--- src/rtl/mul4_rr_scheduler.sv ---
// Round-robin front end for one shared 4-operand pipelined multiplier (a*b*c*d, 10b -> 40b).
// Ports: clk/rst_n (sync, active-low); pause; req_valid/req_ready/req_a..d per requester;
//        mul_a..d registered operands out, mul_result in; rsp_valid/rsp_id/rsp_data; busy; issue_cnt/rsp_cnt.
module mul4_rr_scheduler #(
   parameter int N_REQ   = 4,
   parameter int ID_W    = 2,
   parameter int MUL_LAT = 4,
   parameter int CNT_W   = 16
) (
   input  logic                  clk,
   input  logic                  rst_n,
   input  logic                  pause,
   input  logic [N_REQ-1:0]      req_valid,
   output logic [N_REQ-1:0]      req_ready,
   input  logic [N_REQ*10-1:0]   req_a,
   input  logic [N_REQ*10-1:0]   req_b,
   input  logic [N_REQ*10-1:0]   req_c,
   input  logic [N_REQ*10-1:0]   req_d,
   output logic [9:0]            mul_a,
   output logic [9:0]            mul_b,
   output logic [9:0]            mul_c,
   output logic [9:0]            mul_d,
   input  logic [39:0]           mul_result,
   output logic                  rsp_valid,
   output logic [ID_W-1:0]       rsp_id,
   output logic [39:0]           rsp_data,
   output logic                  busy,
   output logic [CNT_W-1:0]      issue_cnt,
   output logic [CNT_W-1:0]      rsp_cnt
);

   // Tag stage 0 travels with the operand register; the multiplier samples the
   // operand register one edge later and presents the product MUL_LAT edges after
   // that, so the tag needs MUL_LAT+1 further stages to line up with mul_result.
   localparam int LAST = MUL_LAT + 1;

   logic [ID_W-1:0] ptr;
   logic [ID_W-1:0] idx;
   logic [ID_W-1:0] grant_id;
   logic            grant_vld;
   logic [LAST:0]   tag_vld;
   logic [ID_W-1:0] tag_id [LAST+1];

   // Search upward from the pointer, wrapping; first valid requester wins.
   always_comb begin
      grant_vld = 1'b0;
      grant_id  = '0;
      idx       = '0;
      req_ready = '0;
      if (rst_n && !pause) begin
         for (int k = 0; k < N_REQ; k++) begin
            idx = ID_W'((32'(ptr) + 32'(k)) % N_REQ);
            if (!grant_vld && req_valid[idx]) begin
               grant_vld = 1'b1;
               grant_id  = idx;
            end
         end
      end
      if (grant_vld) begin
         req_ready[grant_id] = 1'b1;
      end
   end

   always_ff @(posedge clk) begin
      if (!rst_n) begin
         ptr       <= '0;
         mul_a     <= '0;
         mul_b     <= '0;
         mul_c     <= '0;
         mul_d     <= '0;
         issue_cnt <= '0;
      end else if (grant_vld) begin
         ptr       <= (grant_id == ID_W'(N_REQ - 1)) ? '0 : grant_id + 1'b1;
         mul_a     <= req_a[grant_id*10 +: 10];
         mul_b     <= req_b[grant_id*10 +: 10];
         mul_c     <= req_c[grant_id*10 +: 10];
         mul_d     <= req_d[grant_id*10 +: 10];
         issue_cnt <= issue_cnt + 1'b1;
      end
   end

   // The multiplier has no enable, so tags shift every cycle unconditionally.
   always_ff @(posedge clk) begin
      if (!rst_n) begin
         tag_vld <= '0;
      end else begin
         tag_vld <= {tag_vld[LAST-1:0], grant_vld};
      end
   end

   always_ff @(posedge clk) begin
      tag_id[0] <= grant_id;
      for (int s = 1; s <= LAST; s++) begin
         tag_id[s] <= tag_id[s-1];
      end
   end

   // The multiplier output is never reset: the tag valid bit is its only qualifier.
   always_ff @(posedge clk) begin
      if (!rst_n) begin
         rsp_valid <= 1'b0;
         rsp_id    <= '0;
         rsp_data  <= '0;
         rsp_cnt   <= '0;
      end else begin
         rsp_valid <= tag_vld[LAST];
         if (tag_vld[LAST]) begin
            rsp_id   <= tag_id[LAST];
            rsp_data <= mul_result;
            rsp_cnt  <= rsp_cnt + 1'b1;
         end
      end
   end

   assign busy = |tag_vld;

endmodule
--- config.mk ---
export PLATFORM = sky130hd
export DESIGN_NAME = mul4_rr_scheduler
export DESIGN_NICKNAME = d
export VERILOG_FILES = /design/src/rtl/mul4_rr_scheduler.sv
export SDC_FILE = /design/constraint.sdc
export NUM_CORES = 1
export LEC_CHECK = 0
export ABC_AREA = 1
export CAP_MARGIN = 20
export CELL_PAD_IN_SITES_DETAIL_PLACEMENT = 1
export CELL_PAD_IN_SITES_GLOBAL_PLACEMENT = 1
export CORE_MARGIN = 10
export CORE_UTILIZATION = 25
export DETAILED_ROUTE_END_ITERATION = 12
export MAX_ROUTING_LAYER = met4
export PLACE_DENSITY = 0.75
export SYNTH_ARGS = -nofsm -noshare
export SYNTH_HDL_FRONTEND = slang
export SYNTH_SLANG_ARGS = --single-unit
--- constraint.sdc ---
create_clock -name clk -period 1.9 [get_ports clk]
set_input_delay 0.19 -clock clk [delete_from_list [all_inputs] [get_ports clk]]
set_output_delay 0.19 -clock clk [all_outputs]
set_load 0.02 [all_outputs]
==> results of run 1 <==
power breakdown:
part / switching (W) / internal [W]
Sequential: 0.000110 / 0.00303
Combinational: 0.00192 / 0.00175
Clock: 0.00130 / 0.00187
routing by layer:
| layer | global-route usage (%) | wire, µm |
|---|---|---|
| met5 | - | 0 |
| met2 | 31.27 | 17810 |
| met3 | 8.449 | 3540 |
| met4 | 4.543 | 864 |
| met1 | 20.10 | 14670 |
final timing paths:
path                                      end  slack, ns  depth (start not counted)
worst min register to register   tag_id[2][1]       0.32                          0
worst max register to register       mul_d[9]      -0.49                         19
worst min-delay path            issue_cnt[14]       0.23                          4
worst max-delay path             req_ready[0]      -0.59                         15
timing repair:
item | in CTS | in global routing
gates resized for setup | 96 | 168
pin swaps | 29 | 56
setup endpoints to repair | 61 | 70
buffers inserted | 16 | 13
cloned | 10 | 13
critical path, cell delays in order, from the launching register on:
cell and delay (ns):
dfxtp_4 0.38, buf_12 0.15, nand2_4 0.06, nand2_4 0.05, nand2_1 0.10, clkinv_2 0.09, nor2_2 0.18, nand3_4 0.11
nand2_4 0.09, inv_4 0.04, nand2_4 0.07, buf_8 0.15, ha_4 0.13, inv_2 0.04, nor2_4 0.10, buf_12 0.12
state kept, by name (all words and copies together), names as in the netlist, 6 cells and up:
name and count:
rsp_data 40, issue_cnt 16, rsp_cnt 16, tag_id 12
mul_a 10, mul_b 10, mul_c 10, mul_d 10
tag_vld 6
per-stage QoR:
step / setup TNS, ns / utilization, % / cells / cell area [µm²] / setup WS (ns)
after floorplan: 0 / - / 1163 / 7316 / 0.003675
after global placement: -26.06 / 38.59 / 1847 / 11080 / -0.6102
after detailed placement: -31.91 / 38.59 / 1847 / 11080 / -0.7004
after CTS: -16.19 / 42.92 / 1904 / 12320 / -0.5036
after global routing: -28.85 / 46.74 / 1935 / 13420 / -0.7014
final: -21.14 / 46.74 / 1935 / 13420 / -0.5899
final cells by class:
cell class	instances	area (µm²)	share of cell area, %
Clock buffer	21	460.4	3.432
Clock inverter	11	98.84	0.7367
Multi-Input combinational cell	742	4134	30.81
Timing Repair Buffer	418	4687	34.93
Tap cell	384	480.5	3.581
Antenna cell	5	12.51	0.09326
Inverter	219	835.8	6.230
Sequential cell	135	2708	20.18
cells in the final DEF, fill, tap and decap left out, types with 4 or more instances in the layout:
cell type	count
inv_1	205
buf_16	11
nand3_1	156
nor2_4	10
a21oi_1	22
buf_6	13
clkbuf_16	28
inv_2	8
o21ai_1	7
nand4_1	4
o21ai_0	51
dfxtp_1	133
diode_2	5
nand2_4	26
xor2_1	7
buf_4	40
buf_12	17
nand3_2	68
nor2_1	110
clkinv_2	5
nor3_1	8
nand2_2	41
nand2_1	207
nor2_2	5
clkdlybuf4s50_1	320
logic make-up after synthesis:
group | count (synthesis) | synth area share (%)
simple gates | 643 | 38.70
fa+ha+maj | 6 | 1.032
compound gates | 85 | 5.882
buf+inv | 286 | 16.27
flops | 135 | 37.15
xor+xnor | 8 | 0.9632
==> results by group, run 1 <==
Status
  • Outcome: complete, but fails checks
  • Violated checks: setup timing

Layout
  • Layout Nets: 1,746
  • Share of post-route cells with drive strength above 1: 19.79%
  • Fill count: 3,491
  • Synth-to-layout area growth: 84.43%

Yosys
  • Flop and latch count out of synthesis: 135
  • Synth Warn #: 0
  • Share of the synthesized area in the top cell type: 37.15%
  • Avg Inst Size Synth: 6.255 µm²
  • Synth top cells by count: nand2_1, nand3_1, inv_1
  • EDFF count, synth: 0
  • Post-Syn Area: 7274 µm²
  • Cells after synthesis: 1,163
  • Sequential share of the synthesized area: 37.15%
  • Leading area contributor after synthesis: dfxtp_1
  • Most common cell in the netlist: nand2_1
  • Distinct cells, synth: 29
  • Synth area leaders: dfxtp_1, nand3_1, nand2_1
  • Async S/R FF share, synth: 0%
  • Synthesized Nets: 1,376
  • Top FF cell, synth: dfxtp_1

Route
  • Antenna viol nets, final: 0
  • WL final: 36.88 mm
  • Detailed Routing Iterations Pass 1: 4
  • Residual DRC: 0
  • Initial DRC count: 361
  • Wire per inst: 19.06 µm
  • Vias: 8,885
  • DR vias/cell: 4.592

Clocking
  • Skew-Pair Late Insertion Delay: 0.43 ns
  • TritonCTS clock tree: built
  • Root buf cell: clkbuf_16
  • Clk buf depth: 2
  • H-tree levels: 4
  • Num CTS Buffers: 17
  • Hold-fix buffers at CTS: 0
  • Clk sink count: 135
  • CTS clk-pin slew, worst paths: 0.06 ns

Place
  • IO buf count: 326
  • Gp weighted congestion: 0.8763
  • Detailed Place HPWL: 23.60 mm

Setup path
  • CP required: 1.71 ns
  • Reg-to-reg startpoint: ptr[0]
  • CP startpoint kind: flop
  • CP max FO: 7
  • Setup crit start: ptr[0]
  • WS Path Type: flop to primary output
  • Nature of the critical path endpoint: primary output
  • Critical Path AT: 2.30 ns

Timing
  • FMAX: 401.6 MHz
  • Tcrit/Tclk final: 131.0%
  • Final setup vio count: 62
  • Final WS setup: -0.5899 ns
  • Worst slew pin tran: 0.7051 ns
  • Fin. Hold Viols: 0
  • Tmin final: 2.490 ns
  • RSZ-0062 raised after global routing: true
  • Final Max Tran Viols: 0
  • Worst slew margin: 52.56%
  • Worst hold slack: 0.2262 ns
  • Post-route clock skew: 0.008890 ns

Worst hold path
  • Min-delay src: rst_n
  • Hold Path Class: input pin to flop

Floorplan
  • Die Width: 190.6 µm
  • Top Ports: 327
  • Initial core utilization: 25.34%
  • Core area: 28,700 µm²
  • FP Rows: 62
  • Die span in y: 190.6 µm
  • Die Area: 36,320 µm²

Global route
  • Global-route wire length before repair: 51.98 mm
  • Antenna violations before repair: 5
  • Global-route usage over all layers: 18.81%
  • Largest net degree at the start of global routing: 112
  • Vias in the first global route: 9,272
  • GR Overflow Total: 0

Power
  • Tot Pwr: 0.009983 W
  • Cell Pwr Density: 744.0 nW/µm²
  • Peak supply drop: 629.7 µV
  • Leakage dissipation: 6.284 nW

Flow run
  • Max-cap violations: 0
(Power assumes the default switching activity.)
==> inputs of run 2 (changes only) <==
CORE_MARGIN = not set   (was 10)
==> results by group, run 2 (synthesis results as in run 1) <==
Status
  • Outcome: complete, but fails checks
  • Violated checks: setup timing

Route
  • DR vias/cell: 4.622 (+0.65%)
  • WL final: 32.88 mm (-11%)
  • Vias: 8,920 (+0.39%)
  • Antenna viol nets, final: 0 (unchanged)
  • Initial DRC count: 343 (-5.0%)
  • Residual DRC: 0 (unchanged)
  • Wire per inst: 17.04 µm (-11%)
  • Detailed Routing Iterations Pass 1: 6 (+2)

Layout
  • Largest regs: rsp_data x40, issue_cnt x16, rsp_cnt x16
  • Synth-to-layout area growth: 82.44%
  • Commonest cells after routing, fill and taps aside: clkdlybuf4s50_1, nand2_1, inv_1, nand3_1, dfxtp_1
  • Commonest non-fill, non-tap cell in the layout: clkdlybuf4s50_1
  • Share of post-route cells with drive strength above 1: 17.28% (-2.5 points)
  • Layout Nets: 1,745 (-0.057%)
  • Largest Register: rsp_data
  • Max reg flops: 40 (unchanged)

Flow run
  • Max-cap violations: 0 (unchanged)

Timing
  • Worst slew margin: 65.42% (+13 points)
  • Tmin final: 2.465 ns (-0.02518 ns)
  • Worst slew pin tran: 0.5187 ns (-0.1864 ns)
  • FMAX: 405.7 MHz (+1.0%)
  • Final Max Tran Viols: 0 (unchanged)
  • Post-route clock skew: 0.009363 ns (+0.0004726 ns)
  • Worst hold slack: 0.2456 ns (+0.01944 ns)
  • Tcrit/Tclk final: 129.7% (-1.3 points)
  • Fin. Hold Viols: 0 (unchanged)
  • RSZ-0062 raised after global routing: true
  • Final setup vio count: 54 (-13%)
  • Sum Neg Setup Slack: -14.99 ns (+6.149 ns)
  • Final WS setup: -0.5647 ns (+0.02518 ns)

Setup path
  • Critical Path AT: 2.27 ns (-0.03 ns)
  • R2R Setup Slk: -0.36 ns (+0.13 ns)
  • CP startpoint kind: flop
  • Reg-to-reg startpoint: ptr[0]
  • WS Path Type: flop to primary output
  • R2R depth: 18 (-1)
  • Nature of the critical path endpoint: primary output
  • RR Endpoint: mul_b[2]
  • CP required: 1.71 ns (about the same)
  • CP max FO: 5 (-2)
  • Setup crit start: ptr[0]
  • Worst setup path end: req_ready[2]

Floorplan
  • Die Area: 29,780 µm² (-18%)
  • Top Ports: 327 (unchanged)
  • Die span in y: 172.6 µm (-9.4%)
  • Die Width: 172.6 µm (-9.4%)
  • Initial core utilization: 25.34% (unchanged)
  • Core area: 28,700 µm² (unchanged)
  • FP Rows: 62 (unchanged)

Power
  • Leakage dissipation: 6.240 nW (-0.70%)
  • P_sw: 0.003656 W (+9.6%)
  • Switching Share: 34.53% (+1.1 points)
  • Clock share of power: 32.2% (+0.4 points)
  • Cell Pwr Density: 797.8 nW/µm² (+7.2%)
  • Reg power frac: 29.6% (-1.8 points)
  • Combinational share of power: 38.2% (+1.4 points)
  • Int Pwr: 0.006933 W (+4.3%)
  • Peak supply drop: 589.5 µV (-6.4%)

Global route
  • Global-route wire length before repair: 45.15 mm (-13%)
  • Global-route usage over all layers: 19.39% (+0.58 points)
  • Vias in the first global route: 8,776 (-5.3%)
  • Antenna violations before repair: 1 (-4)
  • Largest net degree at the start of global routing: 112 (unchanged)
  • GR Overflow Total: 0 (unchanged)

Place
  • IO buf count: 326 (unchanged)
  • Detailed Place HPWL: 19.82 mm (-16%)
  • Gp weighted congestion: 0.8518 (-2.8%)

Clocking
  • Hold-fix buffers at CTS: 0 (unchanged)
  • CTS clk-pin slew, worst paths: 0.07 ns (about the same)
  • Clk sink count: 135 (unchanged)
  • Num CTS Buffers: 17 (unchanged)
  • Root buf cell: clkbuf_16
  • TritonCTS clock tree: built
  • Clk buf depth: 2 (unchanged)
  • Skew-Pair Late Insertion Delay: 0.42 ns (about the same)
  • H-tree levels: 4 (unchanged)

Worst hold path
  • Hold Path Class: input pin to flop
run 2: cell count changes in the layout (fill, tap and decap cells not counted), moves of 6 or more:
| cell | change |
|---|---|
| nand3_1 | -10 |
| buf_12 | -9 |
| nand3_2 | +10 |
| clkbuf_16 | +6 |
| nand2_2 | -24 |
| nand2_4 | -15 |
| nand2_1 | +39 |
run 2: layout make-up:
type / instances / area (µm²)
antenna: 1 / 2.502
clock buffer: 17 / 425.4
clock inverter: 15 / 177.7
fill: 3510 / 15430
inverter: 219 / 830.8
multi-input combinational: 742 / 3955
sequential: 135 / 2711
tap: 384 / 480.5
timing repair buffer: 417 / 4688
run 2: repair_timing:
action / 4_1_cts / 5_1_grt
gates cloned: 7 / 24
buffers inserted: 12 / 18
resized for setup: 91 / 129
setup endpoints to repair: 55 / 66
pin swaps: 20 / 67
run 2: worst min path at each step:
stage / start / to / cells past startpoint
after detailed placement: tag_id[3][0] / tag_id[4][0] / 0
final: rst_n / rsp_cnt[13] / 4
after CTS: rst_n / rsp_cnt[13] / 4
after global routing: rst_n / rsp_cnt[3] / 4
after global placement: tag_id[4][1] / tag_id[5][1] / 0
after floorplan: tag_id[0][0] / tag_id[1][0] / 0
run 2: per-stage QoR:
stage	worst slack (ns)	utilization, %	area, µm²	cells	total power, W
global placement	-0.7376	38.22	10970	1839	0.005636
detailed placement	-0.7974	38.22	10970	1839	0.005682
floorplan	0.003675	-	7316	1163	0.004531
finish	-0.5647	46.24	13270	1930	0.01059
CTS	-0.4988	42.07	12080	1889	0.009563
global route	-0.6936	46.24	13270	1930	0.01106
run 2: per-layer routing:
layer  routed length [µm]  up-vias  track usage (%)
met5                    0        -                -
met4                  772        0            4.911
met3                 2216       45            6.025
met2                16450      316            33.47
met1                13450     4236            21.56
li1                     -     4323                -
run 2: power groups by stage:
| stage | Sequential [W] | Combinational (W) | Clock, W |
|---|---|---|---|
| 2_1_floorplan | 0.00336 | 0.00117 | 0 |
| 3_3_place_gp | 0.00318 | 0.00246 | 0 |
| 3_5_place_dp | 0.00319 | 0.00250 | 0 |
| 4_1_cts | 0.00313 | 0.00292 | 0.00351 |
| 5_1_grt | 0.00315 | 0.00428 | 0.00363 |
| 6_report | 0.00313 | 0.00404 | 0.00341 |
run 2: critical path: stages, from the launching register on:
cell,delay [ns]
dfxtp_4,0.39
buf_8,0.14
nand2_1,0.07
nand2_2,0.09
nand2_1,0.08
nand2_1,0.11
nand2_2,0.07
nand2_1,0.07
nand2_1,0.06
nand2_2,0.10
nand2_4,0.07
buf_6,0.12
buf_12,0.12
ha_4,0.14
inv_2,0.06
nor2_4,0.03
buf_6,0.12
==> inputs of run 3 (changes only) <==
SLEW_MARGIN = 15   (was not set)
==> results of run 3 <==
Same layout as run 2: the final DEF is identical, and so are final timing and power.
